==> src/rtl/imem_arbiter.sv <==
// rtl/imem_arbiter.sv - instruction memory arbiter between core fetch and program loader
module imem_arbiter #(
    parameter logic [31:0] BASE_ADDR       = 32'h8000_0000,
    parameter int          DEPTH_LOG2      = 14,
    parameter int          MAX_FETCH_BURST = 4
) (
    input  logic                  clk,
    input  logic                  rst_n,
    input  logic                  f_req_i,
    input  logic [31:0]           f_addr_i,
    output logic                  f_gnt_o,
    output logic                  f_rvalid_o,
    output logic [31:0]           f_rdata_o,
    output logic                  f_err_o,
    input  logic                  l_req_i,
    input  logic                  l_we_i,
    input  logic [31:0]           l_addr_i,
    input  logic [31:0]           l_wdata_i,
    input  logic                  l_done_i,
    output logic                  l_gnt_o,
    output logic                  l_rvalid_o,
    output logic [31:0]           l_rdata_o,
    output logic                  l_err_o,
    output logic                  boot_o,
    output logic                  m_en_o,
    output logic                  m_we_o,
    output logic [DEPTH_LOG2-1:0] m_addr_o,
    output logic [31:0]           m_wdata_o,
    input  logic [31:0]           m_rdata_i
);

    localparam int CW = $clog2(MAX_FETCH_BURST + 1);
    localparam logic [CW-1:0] BURST_MAX = CW'(MAX_FETCH_BURST);

    typedef enum logic {
        ST_BOOT,
        ST_RUN
    } state_t;

    state_t          state;
    logic [CW-1:0]   burst_cnt;
    logic            rsp_f;
    logic            rsp_l;
    logic            rsp_err;
    logic            rsp_rd;

    logic [31:0]     sel_addr;
    logic [31:0]     offset;
    logic            fault;
    logic            any_gnt;

    // Grant selection: loader only in BOOT; in RUN fetch wins unless the loader has starved for a full burst.
    // Grants are held off while reset is asserted so nothing reaches the SRAM during reset.
    always_comb begin
        f_gnt_o = 1'b0;
        l_gnt_o = 1'b0;
        if (rst_n) begin
            if (state == ST_BOOT) begin
                l_gnt_o = l_req_i;
            end else if (l_req_i && (burst_cnt == BURST_MAX)) begin
                l_gnt_o = 1'b1;
            end else if (f_req_i) begin
                f_gnt_o = 1'b1;
            end else begin
                l_gnt_o = l_req_i;
            end
        end
    end

    // Decode the winning request into an SRAM word index and a fault flag.
    // BASE_ADDR is word aligned, so offset[1:0] equals the request's low address bits.
    always_comb begin
        any_gnt   = f_gnt_o | l_gnt_o;
        sel_addr  = f_gnt_o ? f_addr_i : l_addr_i;
        offset    = sel_addr - BASE_ADDR;
        fault     = (|offset[1:0]) | (|offset[31:DEPTH_LOG2+2]);
        m_en_o    = any_gnt & ~fault;
        m_we_o    = l_gnt_o & l_we_i & ~fault;
        m_addr_o  = offset[DEPTH_LOG2+1:2];
        m_wdata_o = l_wdata_i;
    end

    // Phase FSM: BOOT until the loader signals completion, then RUN until reset.
    always_ff @(posedge clk) begin
        if (!rst_n) begin
            state <= ST_BOOT;
        end else if ((state == ST_BOOT) && l_done_i) begin
            state <= ST_RUN;
        end
    end

    // Count fetch grants taken while the loader waits; any loader grant or idle loader clears it.
    always_ff @(posedge clk) begin
        if (!rst_n) begin
            burst_cnt <= '0;
        end else if (!l_req_i || l_gnt_o) begin
            burst_cnt <= '0;
        end else if (f_gnt_o && (burst_cnt != BURST_MAX)) begin
            burst_cnt <= burst_cnt + 1'b1;
        end
    end

    // Remember who was granted and what kind of access it was, for the response one cycle later.
    always_ff @(posedge clk) begin
        if (!rst_n) begin
            rsp_f   <= 1'b0;
            rsp_l   <= 1'b0;
            rsp_err <= 1'b0;
            rsp_rd  <= 1'b0;
        end else begin
            rsp_f   <= f_gnt_o;
            rsp_l   <= l_gnt_o;
            rsp_err <= any_gnt & fault;
            rsp_rd  <= any_gnt & ~fault & ~(l_gnt_o & l_we_i);
        end
    end

    // Response outputs: a response pending across a reset edge is suppressed while reset is low.
    always_comb begin
        boot_o     = (state == ST_BOOT) | ~rst_n;
        f_rvalid_o = rsp_f & rst_n;
        l_rvalid_o = rsp_l & rst_n;
        f_err_o    = f_rvalid_o & rsp_err;
        l_err_o    = l_rvalid_o & rsp_err;
        f_rdata_o  = (f_rvalid_o & rsp_rd) ? m_rdata_i : 32'h0;
        l_rdata_o  = (l_rvalid_o & rsp_rd) ? m_rdata_i : 32'h0;
    end

endmodule
==> config.mk <==
export PLATFORM = sky130hd
export DESIGN_NAME = imem_arbiter
export DESIGN_NICKNAME = d
export VERILOG_FILES = /design/src/rtl/imem_arbiter.sv
export SDC_FILE = /design/constraint.sdc
export NUM_CORES = 1
export LEC_CHECK = 0
export CELL_PAD_IN_SITES_DETAIL_PLACEMENT = 1
export CELL_PAD_IN_SITES_GLOBAL_PLACEMENT = 2
export CORE_UTILIZATION = 10
export CTS_BUF_LIST = sky130_fd_sc_hd__clkbuf_16
export CTS_CLUSTER_DIAMETER = 30
export DETAILED_ROUTE_END_ITERATION = 6
export HOLD_SLACK_MARGIN = 0.15
export PLACE_DENSITY = 0.95
export SLEW_MARGIN = 20
export SYNTH_ARGS = -nofsm -noshare
export SYNTH_HDL_FRONTEND = slang
export SYNTH_SLANG_ARGS = --single-unit
==> constraint.sdc <==
create_clock -name clk -period 4.15 [get_ports clk]
set_clock_uncertainty 0.1 [all_clocks]
set_input_delay 0.83 -clock clk [delete_from_list [all_inputs] [get_ports clk]]
set_output_delay 0.83 -clock clk [all_outputs]
set_load 0.02 [all_outputs]
# ---- After elaboration in Yosys (flattened, before gate mapping)
# Index checks and enable logic that the tools add are counted.
dict set report totals {
  word_cells 47
  ff_bits 8
  ram_bits 0
  latchBits 0
  inputBits 134
  out_inout_bits 119
  memories 0
  rom_bits 0
}
dict set report op_classes {
  n_mux 11
  n_reduce_logical 8
  shifts 0
  magnitude_cmp 0
  div_mod_pow 0
  multipliers 0
  addsub 2
  bitwise 18
  n_eq_ne 2
}
# cell count
set op_table {}
lappend op_table {{32-bit two-way mux} 3}
lappend op_table {{32-bit subtractor, second input constant} 1}
lappend op_table {{16-bit OR reduction} 1}
lappend op_table {{1-bit AND} 11}
lappend op_table {{1-bit two-way mux} 8}
lappend op_table {{1-bit NOT} 4}
lappend op_table {{2-bit OR reduction} 2}
lappend op_table {{3-bit by 1-bit adder with 3-bit output, second input constant} 1}
lappend op_table {{3-bit == test, second input constant} 1}
lappend op_table {{1-bit logical AND} 3}
lappend op_table {{3-bit inequality test, second input constant} 1}
lappend op_table {{1-bit bitwise OR} 3}
lappend op_table {{1-bit zero test} 1}
lappend op_table {{1-bit logical OR} 1}

# ---- Longest topological paths before layout
# Gate-level depths: netlist of the first run.
dict set report logic_depth {
  word_depth 12
  mapped_depth 8
  depth_no_buf 7
}

# ---- Worst setup path before layout of the first run
# Ideal clock, no wire load.
dict set report synth_timing {
  kind {input to output}
  from {in l_addr_i[1]}
  to {out m_we_o}
  path_stages 4
  arrival_time_ns 2.117
  n_path_buf 0
  path_slack_ns 1.103
  required_ns 3.220
  path_cell_list {or4b_4 > a2111oi_4 > o2bb2ai_2 > and3_1}
}
dict set report synth_between {
  elab_chain_cells 6
  elab_cells_between_ends 7
  cone_classes {add/sub (1); mux (1); bitwise (3); reduce/logical (2)}
}
# element line_no
set synth_lines {}
lappend synth_lines {{from (decl)} 17} ;# input logic [31:0] l_addr_i,
lappend synth_lines {{32-bit two-way mux (*)} 74} ;# sel_addr = f_gnt_o ? f_addr_i : l_addr_i;
lappend synth_lines {{32-bit subtractor (*)} 75} ;# offset = sel_addr - BASE_ADDR;
lappend synth_lines {{16-bit OR reduction / 2-bit OR reduction (equally long branches)} 76} ;# fault = (|offset[1:0]) | (|offset[31:DEPTH_LOG2+2]);
lappend synth_lines {{1-bit bitwise OR (*)} 76}
lappend synth_lines {{1-bit NOT (*)} 78} ;# m_we_o = l_gnt_o & l_we_i & ~fault;
lappend synth_lines {{1-bit AND (*)} 78}
lappend synth_lines {{to (decl)} 26} ;# output logic m_we_o,
# Every way passes the cells marked *; elsewhere a longest branch is shown, timed or not.

# ---- Worst setup path after layout of the first run
dict set report layout_timing {
  from {in l_addr_i[31]}
  to {out m_we_o}
}
dict set report layout_between {
  elab_chain_cells 6
}
# element line_no
set layout_lines {}
lappend layout_lines {{32-bit two-way mux} 74}
lappend layout_lines {{32-bit subtractor} 75}
lappend layout_lines {{16-bit OR reduction} 76}
lappend layout_lines {{1-bit bitwise OR} 76}
lappend layout_lines {{1-bit NOT} 78}
lappend layout_lines {{1-bit AND} 78}
# No other way between the ends.

==> results of run 1 <==
[flip-flops by register name, indices dropped and copies added (netlist names)]
signal and flops:
rsp_rd 1, rsp_f 1, state 1, burst_cnt 3
rsp_err 1, rsp_l 1
[cells in the final DEF, fill, tap and decap left out, drive strengths merged, types with 2 or more instances in the layout]
| master | synthesis | final |
|---|---|---|
| ha | 2 | 2 |
| clkbuf | 8 | 3 |
| a31oi | 2 | 2 |
| nor4 | 6 | 6 |
| inv | 5 | 5 |
| and3 | 7 | 7 |
| buf | 33 | 4 |
| nand3 | 3 | 3 |
| clkdlybuf4s50 | 0 | 188 |
| and2 | 67 | 67 |
| dfxtp | 8 | 8 |
| nor2 | 5 | 5 |
| nand2 | 47 | 47 |
[worst max-delay path, stage by stage]
cell and delay (ns):
clkdlybuf4s50_1 0.47, or4b_4 0.47, a2111oi_4 0.35, o2bb2ai_2 0.18, and3_1 0.19, clkdlybuf4s50_1 0.60
[power breakdown]
part	leakage (nW)	switching (mW)	internal, mW
logic	1.17	0.0528	0.113
clock network	0.0370	0.0359	0.124
registers	0.0655	0.00197	0.0798
total	1.27	0.0906	0.317
[cells by family (layout without fill, tap and decap cells)]
kind of cell	after synthesis	after routing
compound gates	7	7
xor+xnor	1	1
fa+ha+maj	2	2
buf+inv	46	200
flops	8	8
simple gates	139	139
[stage by stage]
stage	hold WS, ns	total power [mW]	setup slack (ns)	cell area (sq um)	util, %
final	0.364	0.407	0.133	3240	25.5
after global routing	0.390	0.426	0.0419	3240	25.5
after CTS	0.377	0.414	0.110	3240	25.5
after detailed placement	0.371	0.251	0.110	3160	24.9
after global placement	0.324	0.247	0.124	3160	24.9
after floorplan	0.317	0.164	1.10	1310	-
[metal layers]
layer  vias to the layer above  routed length [um]  track usage [%]
met1                       856                2200             8.57
met2                       117                3450             17.4
li1                        919                   -                -
met3                         8                 685             2.34
met4                         0                  61             2.05
met5                         -                   0                0
[final cells by class]
cell class              count  area (sq um)
inverters                   5          18.8
repair buffers            192          1910
fillers                  1574          9480
multi-input cells         149           857
clock buffers               3          75.1
flip-flops and latches      8           160
well taps                 172           215
[worst paths after layout]
kind	startpoint	end	cells after the start
max	l_addr_i[31]	m_we_o	6
max reg2reg	burst_cnt[0]	rsp_rd	6
min	burst_cnt[0]	burst_cnt[0]	1
min reg2reg	burst_cnt[0]	burst_cnt[0]	1
==> key figures, run 1 <==
Global route
  • Vias in the first global route: 1837
  • Initial antenna violation count: 0
  • Pin count of the biggest net entering global routing: 33
  • Total track usage: 8.63%
  • First-pass GRT wire length: 9110 um
  • Grt ovf: 0

Yosys
  • Synth area leader: and2_1
  • Post-synthesis cell type count: 24
  • Top cell type's share of synthesized area: 32.0%
  • Post-Syn Area: 1310 sq um
  • Syn_area_per_cell: 6.46 sq um
  • Simple-gate share of the synthesized area: 57.1%
  • Post-Synth XOR/XNOR Area: 0.668%
  • Async S/R FF share, synth: 0%
  • Adder-cell share of the synthesized area: 1.91%
  • Register bit total from synthesis: 8
  • Largest family of logic cells by synthesized area: simple AND/OR/NAND/NOR gates
  • Multiplexer area fraction after synthesis: 0%
  • Yosys warning total: 0
  • Synth Area in Compound Gates: 5.73%
  • Syn Nets: 339
  • Ys flop type: dfxtp_1
  • Most common cell in the netlist: and2_1
  • Post-synth EDFFs: 0
  • Most frequent cells after synthesis: and2_1, nand2_1, buf_4
  • Cells after Synth: 203
  • Sequential share of the synthesized area: 12.2%
  • Synth area leaders: and2_1, buf_4, nand2_1

STA
  • Setup TNS: 0 ns
  • Final Hold Fails: 0
  • Fmax: 249 MHz
  • Pins Over Slew Limit: 0
  • Worst Max-Slew Pin Slew: 0.465 ns
  • Unrepaired setup endpoints after global routing: false
  • # setup viols final: 0
  • Tcrit/Tclk final: 96.8%
  • Crit path time final: 4.02 ns
  • Max transition margin: 69.0%

Die
  • Placeable Area: 12700 sq um
  • DIE HEIGHT: 117 um
  • Ports: 253
  • Initial Util: 10.3%
  • Rows: 41
  • Die Width: 117 um
  • Die area: 13600 sq um

Critical path
  • Flop-to-flop setup slack: 2.54 ns
  • WS Path Type: in -> out
  • Highest fanout seen on the critical path: 4
  • Req. time, crit path: 3.22 ns
  • CP Capture Type: primary output
  • CP arrival: 3.09 ns
  • Worst Setup Start Kind: input pin

Hold path
  • Worst hold path type: reg -> reg

CTS
  • Setup repair bufs after CTS: 0
  • CTS resizes: 0
  • Total CTS buffers: 3
  • CTS tree: yes
  • Clk root buf: clkbuf_16
  • # H-tree levels: 1
  • Max clock buf depth: 2
  • CTS Hold Bufs: 0
  • Reg clk slew, reported paths: 0.04 ns
  • CTS Sinks: 8
  • Clk_lat worst skew: 0.23 ns

Power and ir drop
  • Leakage Power: 1.27 nW
  • Pwr per Cell Area: 126 nW/um^2
  • Maximum VDD drop: 0.000105 V

Finish
  • Antenna Cells: 0
  • Final std cells w/o fill: 529
  • Fraction of layout cells with a size suffix above 1: 3.08%
  • Number of nets in the layout: 495
  • Synth-to-layout area growth: 147%

Drt
  • Routed WL per cell: 12.1 um
  • DRT Pass-1 Iters: 4
  • Post-DRT Antenna Nets: 0
  • Final WL: 6400 um
  • Residual DRC: 0
  • Iteration-0 DRC Markers: 13
  • DR vias: 1900
  • Drt via density: 3.59

Run status
  • Outcome: complete, no violations

Placed design
  • DP Wirelength: 5630 um
  • IO Port Bufs: 188
  • Placed cell count: 526
  • GP Congestion: 0.646

Job
  • Max-cap violations: 0
(Power assumes the default switching activity.)
==> run 2, diff against run 1 <==
--- a/config.mk
+++ b/config.mk
@@ -7,6 +7,8 @@
 export LEC_CHECK = 0
 export CELL_PAD_IN_SITES_DETAIL_PLACEMENT = 1
 export CELL_PAD_IN_SITES_GLOBAL_PLACEMENT = 2
+export CORE_ASPECT_RATIO = 1.1
+export CORE_MARGIN = 8
 export CORE_UTILIZATION = 10
 export CTS_BUF_LIST = sky130_fd_sc_hd__clkbuf_16
 export CTS_CLUSTER_DIAMETER = 30
==> key figures, run 2 (same netlist as run 1, synthesis figures left out) <==
Placed design
  • DP Wirelength: 6930 um (was 5630 um)
  • GP Congestion: 0.765 (was 0.646)
  • IO Port Bufs: 188 (unchanged)
  • Pre-CTS setup slack: 0.0781 ns (was 0.110 ns)

Die
  • Die Width: 125 um (was 117 um)
  • Ports: 253 (unchanged)
  • Rows: 44 (was 41)
  • Initial Util: 10.1% (was 10.3%)
  • Die area: 17000 sq um (was 13600 sq um)
  • Placeable Area: 13000 sq um (was 12700 sq um)
  • DIE HEIGHT: 136 um (was 117 um)

STA
  • Pins Over Slew Limit: 0 (unchanged)
  • Max transition margin: 67.7% (was 69.0%)
  • Unrepaired setup endpoints after global routing: false (unchanged)
  • Tcrit/Tclk final: 97.6% (was 96.8%)
  • Setup TNS: 0 ns (unchanged)
  • Worst Max-Slew Pin Slew: 0.485 ns (was 0.465 ns)
  • # setup viols final: 0 (unchanged)
  • Final Hold Fails: 0 (unchanged)
  • Final Worst Setup Slack: 0.102 ns (was 0.133 ns)
  • Fmax: 247 MHz (was 249 MHz)
  • Crit path time final: 4.05 ns (was 4.02 ns)

CTS
  • CTS Sinks: 8 (unchanged)
  • # H-tree levels: 1 (unchanged)
  • Clk_lat worst skew: 0.23 ns (about the same)
  • Reg clk slew, reported paths: 0.04 ns (about the same)
  • CTS Hold Bufs: 0 (unchanged)
  • Max clock buf depth: 2 (unchanged)
  • Total CTS buffers: 3 (unchanged)
  • CTS resizes: 0 (unchanged)
  • Clk root buf: clkbuf_16 (unchanged)
  • CTS tree: yes (unchanged)
  • Setup repair bufs after CTS: 0 (unchanged)

Power and ir drop
  • Pwr per Cell Area: 126 nW/um^2 (about the same)
  • Final Power: 407 uW (about the same)
  • Maximum VDD drop: 0.000187 V (was 0.000105 V)
  • Leakage Power: 1.27 nW (unchanged)

Run status
  • Outcome: complete, no violations (unchanged)

Finish
  • Fraction of layout cells with a size suffix above 1: 3.08% (unchanged)
  • # fillers: 1577 (was 1574)
  • Antenna Cells: 0 (unchanged)
  • Commonest non-fill, non-tap cells in the layout: clkdlybuf4s50_1, and2_1, nand2_1, dfxtp_1 (unchanged)
  • Fin util: 24.8% (was 25.5%)
  • Max reg flops: 3 (unchanged)
  • Most common cell after layout, fill and taps aside: clkdlybuf4s50_1 (unchanged)
  • Number of nets in the layout: 495 (unchanged)
  • Biggest register: burst_cnt (unchanged)
  • Synth-to-layout area growth: 146% (was 147%)

Critical path
  • Req. time, crit path: 3.22 ns (about the same)
  • Most used cell, CP: clkdlybuf4s50_1 (unchanged)
  • WP buf/inv: 2 (unchanged)
  • Top delay family on crit path: buffers and inverters (unchanged)
  • CP Capture Type: primary output (unchanged)
  • Crit-path max cell delay: 0.62 ns (was 0.60 ns)
  • FF-to-FF path depth: 6 (unchanged)
  • Critical Path, Cell by Cell: clkdlybuf4s50_1 -> or4b_4 -> a2111oi_4 -> o2bb2ai_2 -> and3_1 -> clkdlybuf4s50_1 (unchanged)
  • Worst path depth: 6 (unchanged)
  • CP arrival: 3.12 ns (was 3.09 ns)
  • Worst Setup Start Kind: input pin (unchanged)
  • Highest fanout seen on the critical path: 4 (unchanged)
  • WS Path Type: in -> out (unchanged)
  • Critical-path top delay cell: clkdlybuf4s50_1 (unchanged)

Drt
  • Routed WL per cell: 14.6 um (was 12.1 um)
  • Final WL: 7580 um (was 6400 um)
  • Post-DRT Antenna Nets: 0 (unchanged)
  • Iteration-0 DRC Markers: 21 (was 13)
  • DRT Pass-1 Iters: 4 (unchanged)
  • Drt via density: 3.67 (was 3.59)
  • Residual DRC: 0 (unchanged)
  • DR vias: 1901 (was 1900)

Job
  • Max-cap violations: 0 (unchanged)

Hold path
  • Worst hold path type: reg -> reg (unchanged)
  • Worst Hold Depth: 1 (unchanged)

Global route
  • Grt ovf: 0 (unchanged)
  • Initial antenna violation count: 0 (unchanged)
  • Pin count of the biggest net entering global routing: 33 (unchanged)
  • First-pass GRT wire length: 11700 um (was 9110 um)
  • Total track usage: 8.37% (was 8.63%)
  • Vias in the first global route: 2120 (was 1837)
[run 2: per-stage QoR]
stage,instance area (sq um),cells,hold WS (ns)
detailed placement,3150,515,0.341
global placement,3150,515,0.323
finish,3220,518,0.348
CTS,3220,518,0.350
global route,3220,518,0.385
floorplan,1310,203,0.317
[run 2: report_power, final]
group / total, mW / switching, mW / internal [mW]
Combinational: 0.167 / 0.0543 / 0.113
Sequential: 0.0817 / 0.00185 / 0.0799
Clock: 0.158 / 0.0341 / 0.124
Total: 0.407 / 0.0902 / 0.317
[run 2: final timing paths]
path	to	slack, ns	start
setup / recovery	m_we_o	0.10	l_addr_i[1]
hold / removal	burst_cnt[0]	0.35	burst_cnt[0]
setup reg to reg	rsp_rd	2.51	burst_cnt[0]
hold reg to reg	burst_cnt[0]	0.35	burst_cnt[0]
[run 2: area by class of cell]
cell class	count	area (sq um)	share of cell area [%]
repair buffers	192	1910	59.3
multi-input cells	149	857	26.6
well taps	161	201	6.25
flip-flops and latches	8	160	4.97
clock buffers	3	75.1	2.33
inverters	5	18.8	0.582
[run 2: metal layers]
| layer | GRT usage, % | wire length [um] | vias to the layer above |
|---|---|---|---|
| met1 | 8.30 | 2840 | 862 |
| met2 | 16.4 | 3910 | 116 |
| li1 | - | - | 917 |
| met3 | 3.57 | 750 | 6 |
| met4 | 0.812 | 79 | 0 |
| met5 | 0 | 0 | - |
